$ cat config.mk
export PLATFORM = sky130hd
export DESIGN_NAME = i4001_rom
export DESIGN_NICKNAME = d
export VERILOG_FILES = /design/src/rtl/i4001_rom.sv
export SDC_FILE = /design/constraint.sdc
export NUM_CORES = 2
export LEC_CHECK = 0
export CAP_MARGIN = 20
export CELL_PAD_IN_SITES_DETAIL_PLACEMENT = 0
export CELL_PAD_IN_SITES_GLOBAL_PLACEMENT = 1
export CORE_UTILIZATION = 45
export DETAILED_ROUTE_END_ITERATION = 16
export PLACE_DENSITY_LB_ADDON = 0.1
export SETUP_SLACK_MARGIN = 0.3
export SKIP_LAST_GASP = 1
export SYNTH_ARGS = -nofsm -noshare
export SYNTH_HDL_FRONTEND = slang
export SYNTH_SLANG_ARGS = --single-unit
$ cat constraint.sdc
create_clock -name clk -period 5.1 [get_ports clk]
set_clock_uncertainty 0.1 [all_clocks]
set_input_delay 1.275 -clock clk [delete_from_list [all_inputs] [get_ports clk]]
set_output_delay 1.275 -clock clk [all_outputs]
set_load 0.01 [all_outputs]
$ cat src/rtl/i4001_rom.sv
// i4001-style program ROM on the MCS-4 4-bit multiplexed bus.
// Tracks the eight bus subcycles from sync, returns the addressed opcode
// nibbles in M1/M2 when this chip is selected, and provides one 4-bit I/O
// port addressed by SRC and accessed with WRR/RDR. The host loads the
// 256x8 array through a write-only programming port.
module i4001_rom #(
  parameter logic [3:0] CHIP_ID  = 4'h0,
  parameter logic [3:0] IO_RESET = 4'h0
) (
  input  logic       clk,
  input  logic       rst_n,
  input  logic       sync,
  input  logic       cm_rom,
  input  logic [3:0] dbus_in,
  output logic [3:0] dbus_out,
  output logic       dbus_oe,
  input  logic [3:0] io_in,
  output logic [3:0] io_out,
  input  logic       prog_we,
  input  logic [7:0] prog_addr,
  input  logic [7:0] prog_data,
  output logic       locked
);

  typedef enum logic [2:0] {
    PH_A1, PH_A2, PH_A3, PH_M1, PH_M2, PH_X1, PH_X2, PH_X3
  } phase_t;

  // Where the bus nibble comes from: the output register, or one half of
  // the registered ROM word (avoids a second, unregistered array read).
  typedef enum logic [1:0] {
    SRC_REG, SRC_OPR, SRC_OPA
  } out_src_t;

  localparam logic [3:0] OP_IO  = 4'hE;
  localparam logic [3:0] OP_WRR = 4'h2;
  localparam logic [3:0] OP_RDR = 4'hA;

  logic [7:0] rom [256];
  logic [7:0] rd;
  logic       rd_en;

  phase_t     phase;
  out_src_t   out_src;
  logic [3:0] addr_lo;
  logic [3:0] addr_hi;
  logic [3:0] opr_buf;
  logic [3:0] out_reg;
  logic [3:0] io_op;
  logic       io_op_valid;
  logic       rom_sel;
  logic       io_sel;
  logic       chip_match;

  assign rd_en      = locked && (phase == PH_A3);
  assign chip_match = (dbus_in == CHIP_ID);

  // Host writes and fetch reads share the array; a same-edge read sees old data.
  always_ff @(posedge clk) begin
    if (prog_we) rom[prog_addr] <= prog_data;
    if (rd_en)   rd <= rom[{addr_hi, addr_lo}];
  end

  // Phase tracking, address capture, bus drive and I/O port control.
  always_ff @(posedge clk) begin
    if (!rst_n) begin
      phase       <= PH_X3;
      locked      <= 1'b0;
      dbus_oe     <= 1'b0;
      out_reg     <= 4'h0;
      out_src     <= SRC_REG;
      io_out      <= IO_RESET;
      addr_lo     <= 4'h0;
      addr_hi     <= 4'h0;
      opr_buf     <= 4'h0;
      io_op       <= 4'h0;
      io_op_valid <= 1'b0;
      rom_sel     <= 1'b0;
      io_sel      <= 1'b0;
    end else begin
      if (sync) begin
        phase  <= PH_A1;
        locked <= 1'b1;
      end else if (locked) begin
        phase <= phase_t'(phase + 3'd1);
      end

      if (locked) begin
        case (phase)
          PH_A1: addr_lo <= dbus_in;
          PH_A2: addr_hi <= dbus_in;
          PH_A3: begin
            rom_sel <= cm_rom && chip_match;
            if (cm_rom && chip_match) begin
              dbus_oe <= 1'b1;
              out_src <= SRC_OPR;
            end
          end
          PH_M1: begin
            if (rom_sel) out_src <= SRC_OPA;
            opr_buf <= dbus_in;
          end
          PH_M2: begin
            dbus_oe <= 1'b0;
            out_src <= SRC_REG;
            if (cm_rom && (opr_buf == OP_IO)) begin
              io_op       <= dbus_in;
              io_op_valid <= 1'b1;
            end else begin
              io_op_valid <= 1'b0;
            end
          end
          PH_X1: begin
            if (io_op_valid && (io_op == OP_RDR) && io_sel) begin
              out_reg <= io_in;
              dbus_oe <= 1'b1;
            end
          end
          PH_X2: begin
            dbus_oe <= 1'b0;
            if (cm_rom && !io_op_valid) io_sel <= chip_match;
            if (io_op_valid && (io_op == OP_WRR) && io_sel) io_out <= dbus_in;
          end
          PH_X3: begin
            if (!sync) begin
              locked  <= 1'b0;
              dbus_oe <= 1'b0;
            end
          end
          default: ;
        endcase
      end
    end
  end

  // Select the bus nibble from the output register or the fetched word.
  always_comb begin
    dbus_out = out_reg;
    case (out_src)
      SRC_OPR: dbus_out = rd[7:4];
      SRC_OPA: dbus_out = rd[3:0];
      default: dbus_out = out_reg;
    endcase
  end

endmodule

==> impl_metrics.toml <==
[logic_synthesis]
syn_inst = 3871
yosys.area.top_type = "edfxtp_1"
ys_top_cells_by_area = "edfxtp_1 76%, mux4_2 13%, mux2i_1 1.7%"
synth_area_um2 = 81300
synthAdderAreaFrac = 0.00123
seq_area_frac_synth = 0.767
yosys_register_bits = 2090
avgSynthCellArea_um2 = 21.0
yosys.area.top_type_share = 0.759
synth-xor-area-share = 0.000108
synth_top_family_by_area = "multiplexers"
synth-edff-count = 2056
async_reset_ff_frac = 0
synth_cell_types = 59
yosys_most_used_dff = "edfxtp_1"
synthSimpleGateAreaFrac = 0.0293
synthMuxAreaShare = 0.155
synth_compound_gate_area_share = 0.0298
synth_warnings = 0
syn_nets = 3908

[sta]
maxSlewHeadroom = 0.214
drv_slew = 0
fmax_mhz = 223
min_period_ns = 4.47
hold_viol = 0
tightest_slew_ns = 1.18
fin_ws_ns = 0.625
fin_setup_tns_ns = 0
min_period_over_period = 0.877
finalSetupViolCount = 0
rsz0062_at_grt = "no"

[die]
start_util = 0.454
num_rows = 155
dieArea_um2 = 182000
ioPinCount = 39
fp.dieW_um = 427
core_area_um2 = 179000
die_height_um = 427

[worst_setup_path]
arrival_ns = 3.10
crit_path_max_fanout = 4
cp.required_ns = 3.72
critical_path_class = "reg2out"
startpoint_type = "flop"
worstSetupEndpointType = "output pin"

[drt]
drcViolationCount = 0
ant_nets = 0
via_per_inst = 5.99
wl_met3_um = 14700
routed_wl_um = 222000
vias = 40390
top_layer_used = "met4"
wl_met1_um = 96600
drtPass1Iterations = 6
drtIter0Drc = 4384
met2_wirelength_um = 106000
wl_per_cell_um = 32.9

[layout]
top_register = "rom"
top_regs = "rom x2048, rd x8"
largest_reg_flops = 2048
regArea_um2 = 62400
fin_area_um2 = 93300
multi_input_area_um2 = 17600
drive_gt1_frac = 0.263
area_growth_pct = 14.7
final_nets = 4245
nFillCells = 14064

[clock_tree]
cts_buffers = 215
root_buffer = "clkbuf_16"
tritoncts = "yes"
cts_num_sinks = 2090
clk_latency_ns = 0.85
holdBufCountCts = 0
cts-resized-gates = 0
clkTransAtPathRegs_ns = 0.06
cts_buffer_depth = 3
cts_htree_levels = 4
cts_setup_buffers = 0

[placement]
pre_cts_ws_ns = 0.643
placed_cell_area_um2 = 86100
gp_congestion = 0.841
port_buffers = 38
dpl.hpwl_um = 141000

[outcome]
status = "complete, no violations"

[global_routing]
grt_start_max_net_pins = 110
grt_usage = 0.246
grt_overflow_total = 0
antenna_found_initial = 12
first_global_vias = 40746
grt_pass1_wl_um = 314000

[min_path]
min_path_type = "reg2reg"

[power]
fin_total_pwr_mw = 35.6
ir_worst_vdd_v = 0.000308
powerDensity_nw_per_um2 = 382
p_leak_nw = 28.5

[flow_run]
drv_cap = 0
## critical path: stages, from the launching register on
cell and delay, ns:
dfxtp_1 0.41, inv_1 0.07, ha_1 0.34, a22oi_1 0.62, o21ai_0 0.27, clkdlybuf4s50_1 0.55
## power breakdown
part           internal (mW)  leakage [nW]  switching (mW)  total (mW)
combinational          0.193          6.28           0.573       0.766
sequential              18.9          18.8          0.0264        18.9
clock                   9.30          3.46            6.60        15.9
## per-stage QoR
stage | instances | hold WS (ns) | utilization
after CTS | 6743 | 0.376 | 0.521
after detailed placement | 6345 | 0.368 | 0.481
after global routing | 6745 | 0.392 | 0.521
after global placement | 6343 | 0.359 | 0.481
final | 6748 | 0.365 | 0.521
after floorplan | 3871 | 0.338 | -
## kinds of logic (layout without fill, tap and decap cells)
group,after synthesis,in the layout
buffers and inverters,241,759
other,0,4
XOR/XNOR,1,1
adder cells (fa/ha/maj),8,8
multiplexers,653,653
AND/OR/NAND/NOR,541,541
AO/OA/AOI/OAI,337,337
flip-flops,2090,2090
## routing by layer
metal  vias to the layer above  global-route usage
met2                      1490               0.388
met3                       281              0.0400
met1                     21755               0.361
li1                      16864                   -
met4                         0              0.0554
met5                         -                   0
## layout by cell type (no fill, tap or decap), types with 29 or more instances in the layout
master / n
clkbuf_1: 46
o221ai_1: 42
clkbuf_16: 218
bufinv_16: 29
o21ai_0: 39
a221oi_1: 29
o22ai_1: 43
clkinv_1: 50
a22oi_1: 30
a211oi_1: 37
buf_12: 29
mux4_2: 484
nor2_1: 302
dfxtp_1: 29
nor2b_1: 37
a22o_1: 34
edfxtp_1: 2056
nand3_1: 42
clkdlybuf4s50_1: 30
mux2_2: 29
clkinv_2: 34
nand2_1: 78
buf_4: 282
a21oi_1: 42
mux2i_1: 140
## layout make-up
type | count | share of cell area
repair buffers | 352 | 0.0338
inverters | 9 | 0.000416
flip-flops and latches | 2090 | 0.669
multi-input cells | 1540 | 0.188
diodes | 4 | 0.000107
clock buffers | 264 | 0.0603
well taps | 2355 | 0.0316
clock inverters | 134 | 0.0161
## cells in the mapped netlist (8+ instances only)
| cell type | instances |
|---|---|
| inv_1 | 9 |
| edfxtp_1 | 2056 |
| o221ai_1 | 42 |
| a211oi_1 | 37 |
| o21ai_0 | 39 |
| nand2b_1 | 10 |
| dfxtp_1 | 34 |
| nor3_1 | 16 |
| nand3_1 | 42 |
| a22o_1 | 34 |
| buf_2 | 54 |
| nor2b_1 | 39 |
| nor2_1 | 304 |
| mux2i_1 | 140 |
| nand4_1 | 11 |
| mux4_2 | 484 |
| o22ai_1 | 43 |
| buf_1 | 10 |
| a221oi_1 | 29 |
| buf_6 | 28 |
| buf_4 | 32 |
| ha_1 | 8 |
| mux2_2 | 29 |
| a21boi_0 | 14 |
| nor4_1 | 9 |
| a21oi_1 | 42 |
| nand2_1 | 78 |
| a22oi_1 | 30 |
| clkbuf_1 | 101 |
## final timing paths
kind	from	endpoint	slack (ns)	cells after the start
setup / recovery	out_src[0]	dbus_out[1]	0.63	5
hold reg to reg	opr_buf[0]	opr_buf[0]	0.37	2
hold / removal	opr_buf[0]	opr_buf[0]	0.37	2
setup reg to reg	addr_lo[0]	rd[7]	0.77	8
Power figures use the tool's default switching activity.
